**config.mk**
```make
export PLATFORM = sky130hd
export DESIGN_NAME = ma_decimator
export DESIGN_NICKNAME = d
export VERILOG_FILES = /design/src/rtl/ma_decimator_pkg.sv /design/src/rtl/ma_decimator_fifo.sv /design/src/rtl/ma_decimator.sv
export SDC_FILE = /design/constraint.sdc
export NUM_CORES = 1
export LEC_CHECK = 0
export BUFFER_PORTS_ARGS = -buffer_cell sky130_fd_sc_hd__buf_2
export CAP_MARGIN = 10
export CORE_UTILIZATION = 62
export CTS_BUF_LIST = sky130_fd_sc_hd__clkbuf_2 sky130_fd_sc_hd__clkbuf_4 sky130_fd_sc_hd__clkbuf_8
export DETAILED_ROUTE_END_ITERATION = 8
export PLACE_DENSITY = 0.86
export SLEW_MARGIN = 25
export SYNTH_ARGS = -nofsm -noshare
export SYNTH_HDL_FRONTEND = slang
export SYNTH_SLANG_ARGS = --single-unit
```
**constraint.sdc**
```tcl
create_clock -name clk -period 3.1 [get_ports clk]
set_input_delay 0.31 -clock clk [delete_from_list [all_inputs] [get_ports clk]]
set_output_delay 0.31 -clock clk [all_outputs]
set_load 0.05 [all_outputs]
```
**src/rtl/ma_decimator_pkg.sv**
```systemverilog
// Shared defaults and sample type for the moving-average decimator slice.
package ma_pkg;

    localparam int DEF_DATA_WIDTH = 16;
    localparam int DEF_DECIM_LOG2 = 3;
    localparam int DEF_FIFO_DEPTH = 4;

    typedef logic [DEF_DATA_WIDTH-1:0] sample_t;

endpackage

```
**src/rtl/ma_decimator_fifo.sv**
```systemverilog
// First-word-fall-through FIFO; read data holds the last head value while empty.
module ma_sync_fifo
    import ma_pkg::*;
#(
    parameter int WIDTH = DEF_DATA_WIDTH,
    parameter int DEPTH = DEF_FIFO_DEPTH
) (
    input  logic                     clk,
    input  logic                     reset_n,
    input  logic                     push,
    input  logic                     pop,
    input  logic [WIDTH-1:0]         wr_data,
    output logic [WIDTH-1:0]         rd_data,
    output logic                     full,
    output logic                     empty,
    output logic [$clog2(DEPTH):0]   level
);

    localparam int PTR_W = $clog2(DEPTH);
    localparam int LVL_W = PTR_W + 1;

    logic [WIDTH-1:0] mem [DEPTH];
    logic [PTR_W-1:0] wr_ptr;
    logic [PTR_W-1:0] rd_ptr;
    logic [PTR_W-1:0] last_ptr;
    logic             do_push;
    logic             do_pop;

    assign full     = (level == LVL_W'(DEPTH));
    assign empty    = (level == '0);
    assign do_pop   = pop && !empty;
    // A pop frees the slot on the same edge, so a full FIFO still accepts a push.
    assign do_push  = push && (!full || do_pop);
    assign last_ptr = rd_ptr - PTR_W'(1);
    assign rd_data  = empty ? mem[last_ptr] : mem[rd_ptr];

    always_ff @(posedge clk or posedge reset_n) begin
        if (reset_n) begin
            wr_ptr <= '0;
            rd_ptr <= '0;
            level  <= '0;
            for (int unsigned i = 0; i < DEPTH; i++) begin
                mem[i] <= '0;
            end
        end else begin
            if (do_push) begin
                mem[wr_ptr] <= wr_data;
                wr_ptr      <= wr_ptr + PTR_W'(1);
            end
            if (do_pop) begin
                rd_ptr <= rd_ptr + PTR_W'(1);
            end
            if (do_push && !do_pop) begin
                level <= level + LVL_W'(1);
            end else if (do_pop && !do_push) begin
                level <= level - LVL_W'(1);
            end
        end
    end

endmodule

```
**src/rtl/ma_decimator.sv**
```systemverilog
// Block-average decimator by 2**DECIM_LOG2 feeding an output FIFO.
// Define MA_DECIM_ROUND_EN for round-half-up results instead of floor.
module ma_decimator
    import ma_pkg::*;
#(
    parameter int DATA_WIDTH = DEF_DATA_WIDTH,
    parameter int DECIM_LOG2 = DEF_DECIM_LOG2,
    parameter int FIFO_DEPTH = DEF_FIFO_DEPTH
) (
    input  logic                         clk,
    input  logic                         reset_n,
    input  logic [DATA_WIDTH-1:0]        in_data,
    input  logic                         in_valid,
    output logic [DATA_WIDTH-1:0]        out_data,
    output logic                         out_valid,
    input  logic                         out_ready,
    output logic [$clog2(FIFO_DEPTH):0]  fifo_level,
    output logic                         ovf_sticky,
    input  logic                         ovf_clr
);

    localparam int ACC_W = DATA_WIDTH + DECIM_LOG2;

    logic [DECIM_LOG2-1:0] phase;
    logic [ACC_W-1:0]      acc;
    logic [ACC_W-1:0]      in_ext;
    logic [DATA_WIDTH-1:0] result;
    logic                  dump;
    logic                  pop;
    logic                  full;
    logic                  empty;

    assign in_ext = ACC_W'(in_data);
    assign dump   = in_valid && (phase == '1);
    assign pop    = out_valid && out_ready;

`ifdef MA_DECIM_ROUND_EN
    localparam logic [ACC_W:0] HALF = (ACC_W + 1)'(1) << (DECIM_LOG2 - 1);
    assign result = DATA_WIDTH'(({1'b0, acc} + {1'b0, in_ext} + HALF) >> DECIM_LOG2);
`else
    assign result = DATA_WIDTH'((acc + in_ext) >> DECIM_LOG2);
`endif

    always_ff @(posedge clk or posedge reset_n) begin
        if (reset_n) begin
            phase <= '0;
            acc   <= '0;
        end else if (in_valid) begin
            phase <= phase + DECIM_LOG2'(1);
            acc   <= dump ? '0 : acc + in_ext;
        end
    end

    // Set wins over clear when a result is dropped in the clearing cycle.
    always_ff @(posedge clk or posedge reset_n) begin
        if (reset_n) begin
            ovf_sticky <= 1'b0;
        end else if (dump && full && !pop) begin
            ovf_sticky <= 1'b1;
        end else if (ovf_clr) begin
            ovf_sticky <= 1'b0;
        end
    end

    ma_sync_fifo #(
        .WIDTH (DATA_WIDTH),
        .DEPTH (FIFO_DEPTH)
    ) u_fifo (
        .clk     (clk),
        .reset_n (reset_n),
        .push    (dump),
        .pop     (pop),
        .wr_data (result),
        .rd_data (out_data),
        .full    (full),
        .empty   (empty),
        .level   (fifo_level)
    );

    assign out_valid = !empty;

endmodule

```
==> impl_metrics.csv <==
group,metric,value,unit
min_path,hold_path_class,"primary input to async pin",
logic_synthesis,synthArstFlopShare,100,%
timing,setup_violations,0,
drt,route.detailed.drc,0,
timing,period_share,94.6,%
critical_path,crit_path_max_incr_delay,0.47,ns
global_route,grt_max_degree,95,
timing,clock_skew,0.00848,ns
logic_synthesis,ys_ff_latch,94,
place,dp_hpwl,7740,um
global_route,gr-usage-all-layers,28.0,%
drt,wl,11400,um
place,portBuffers,41,
critical_path,criticalPathCategory,"flip-flop to output pin",
floorplanning,start_util,65.1,%
global_route,gr-total-overflow,0,
logic_synthesis,synth-edff-count,0,
drt,drtAntennaViolNets,0,
finish,nets,587,
logic_synthesis,syn_area_per_cell,10.0,um2
logic_synthesis,ys_warn_count,0,
drt,dr.first_iter.drc_count,272,
timing,finalSetupTns,0,ns
floorplanning,std_cell_rows,32,
clocking,clock-sinks,94,
drt,wl_per_cell,17.6,um
critical_path,crit_required,2.79,ns
logic_synthesis,yosysUniqueCellTypes,48,
drt,drt_pre_antenna_iters,5,
floorplanning,coreArea,7850,um2
outcome,outcome,"finished clean",
logic_synthesis,synth_common_cells,"dfrtp_1, nand2_1, o21ai_0, mux2_2",
critical_path,cpMaxStageDelayCell,"dfrtp_1",
logic_synthesis,ys_top_cells_by_area,"dfrtp_1, mux2_2, o21ai_0, ha_1, nand2_1",
logic_synthesis,yosysTopAreaCell,"dfrtp_1",
drt,vias_per_cell,6.30,
clocking,path_clk_slew,0.09,ns
global_route,grt_pass1_vias,3848,
timing,period_minus_slack,2.93,ns
finish,area_delta_synth_final,9.40,%
logic_synthesis,synth_area,5110,um2
floorplanning,die_h,92.8,um
drt,vias,4080,
clocking,insertion_delay,0.36,ns
finish,n_antenna_cell,0,
clocking,cts_tree,"built",
critical_path,critPathArrivalTime,2.62,ns
logic_synthesis,yosys.cell_count.top_type,"dfrtp_1",
critical_path,end_kind,"output pin",
clocking,cts_root_buffer,"clkbuf_8",
global_route,grt_pass1_wl,18600,um
place,place_congestion,0.933,
critical_path,crit_path_cell_trace,"nor3_2 -> buf_4 -> nand2_1 -> o22ai_1 -> o21ai_0 -> o21a_1 -> buf_2",
logic_synthesis,yosys.area.top_type_share,46.0,%
clocking,htreeDepth,3,
finish,layout-drive-gt1-share,20.5,%
timing,max-slew-margin-rel,47.6,%
timing,fmax,0.341,GHz
floorplanning,die_w,92.8,um
timing,final_hold_viol_count,0,
clocking,numCtsBuffers,9,
critical_path,cp-start-kind,"flip-flop",
floorplanning,dieArea,8610,um2
run,maxCapViolations,0,
logic_synthesis,synth_nets,555,
timing,rsz0062_at_grt,"false",
clocking,post_cts_buffers,0,
logic_synthesis,netlist_instances,509,
logic_synthesis,synth.yosys.seq_area_share,46.0,%
clocking,clockBufferDepth,2,
global_route,antenna_found_initial,0,
timing,finalMaxSlewViolations,0,
floorplanning,ios,42,
critical_path,crit_fanout,18,
logic_synthesis,synth_ff_type,"dfrtp_1",
timing,tightest_slew,0.786,ns
## flip-flops by register name, indices dropped and copies added (netlist names)
signal,flops
acc,19
ovf_sticky,1
phase,3
u_fifo.level,3
u_fifo.mem,64
u_fifo.rd_ptr,2
u_fifo.wr_ptr,2
## cell usage in the layout (no fill, tap or decap), types with 3 or more instances in the layout
cell type	netlist	final
clkbuf_8	0	9
o221ai_1	15	15
dfrtp_1	94	94
ha_1	23	23
nand4_1	3	3
a31oi_1	3	3
buf_4	0	11
buf_2	7	41
xor2_1	9	9
a21oi_1	15	15
a21o_1	5	5
o22ai_1	17	17
mux2_2	34	34
o21ai_1	6	6
inv_1	10	9
or3_1	3	3
o2bb2ai_1	12	12
a22o_1	3	3
nand3_1	7	7
o21ai_0	70	70
o21a_1	18	18
xnor2_1	14	14
clkinv_2	0	4
nor2_1	11	11
nand2_1	71	71
## timing repair
item,CTS,global route
resized for setup,0,1
setup endpoints to repair,0,8
hold buffers,0,0
## per-layer routing
layer / global-route usage (%) / routed length (um) / vias up
li1: - / - / 1923
met3: 5.34 / 668 / 19
met5: 0 / 0 / -
met2: 45.3 / 5510 / 156
met1: 37.5 / 5030 / 1982
met4: 10.3 / 172 / 0
## worst paths after layout
kind                                                  start                          to  slack [ns]  cells after the start
worst max-delay path            u_fifo.level[0]$_DFFE_PP0P_                out_data[13]        0.17                      7
worst min-delay path                                reset_n          acc[6]$_DFFE_PP0P_        0.04                      3
worst max register to register           acc[0]$_DFFE_PP0P_  u_fifo.mem[43]$_DFFE_PP0P_        0.43                      9
worst min register to register         phase[0]$_DFFE_PP0P_        phase[0]$_DFFE_PP0P_        0.48                      1
max in group asynchronous                           reset_n          acc[0]$_DFFE_PP0P_        2.67                      3
min in group clk                                    ovf_clr      ovf_sticky$_DFFE_PP0P_        0.14                      2
## kinds of logic (layout without fill, tap and decap cells)
logic type / count (synthesis) / count (layout) / synth area share [%]
muxes: 35 / 35 / 7.69
xor gates and xnor gates: 23 / 23 / 3.94
DFF: 94 / 94 / 46.0
buffers and inverters: 44 / 81 / 3.40
AOI/OAI and AO/OA: 178 / 178 / 22.7
and+or+nand+nor: 110 / 110 / 9.80
adders and majority gates: 25 / 25 / 6.42
## worst max-delay path, delay by kind of cell (launching register included)
family / cells / cell delay, ns
AND/OR/NAND/NOR: 2 / 0.67
AO/OA/AOI/OAI: 3 / 0.60
buffers and inverters: 2 / 0.50
flip-flops: 1 / 0.47
## area by class of cell
class / count / area, um2
tap: 102 / 128
multi-input combinational: 371 / 2580
clock inverter: 6 / 38.8
inverter: 12 / 46.3
fill: 608 / 2260
timing repair buffer: 53 / 308
clock buffer: 10 / 131
sequential: 94 / 2350
## through the flow
| step | std cells | worst slack [ns] | utilization (%) | instance area [um2] | hold slack [ns] |
|---|---|---|---|---|---|
| 2_1_floorplan | 509 | 0.0343 | - | 5110 | 0.418 |
| 3_3_place_gp | 632 | 0.550 | 69.0 | 5420 | 0.456 |
| 3_5_place_dp | 632 | 0.417 | 69.0 | 5420 | 0.463 |
| 4_1_cts | 648 | 0.135 | 71.2 | 5590 | 0.0747 |
| 5_1_grt | 648 | 0.0515 | 71.2 | 5590 | 0.0898 |
| 6_report | 648 | 0.167 | 71.2 | 5590 | 0.0371 |
Power is left out: the tool's default activity adds up to more than one toggle a clock period on the data nets, which glitch-free logic cannot reach.
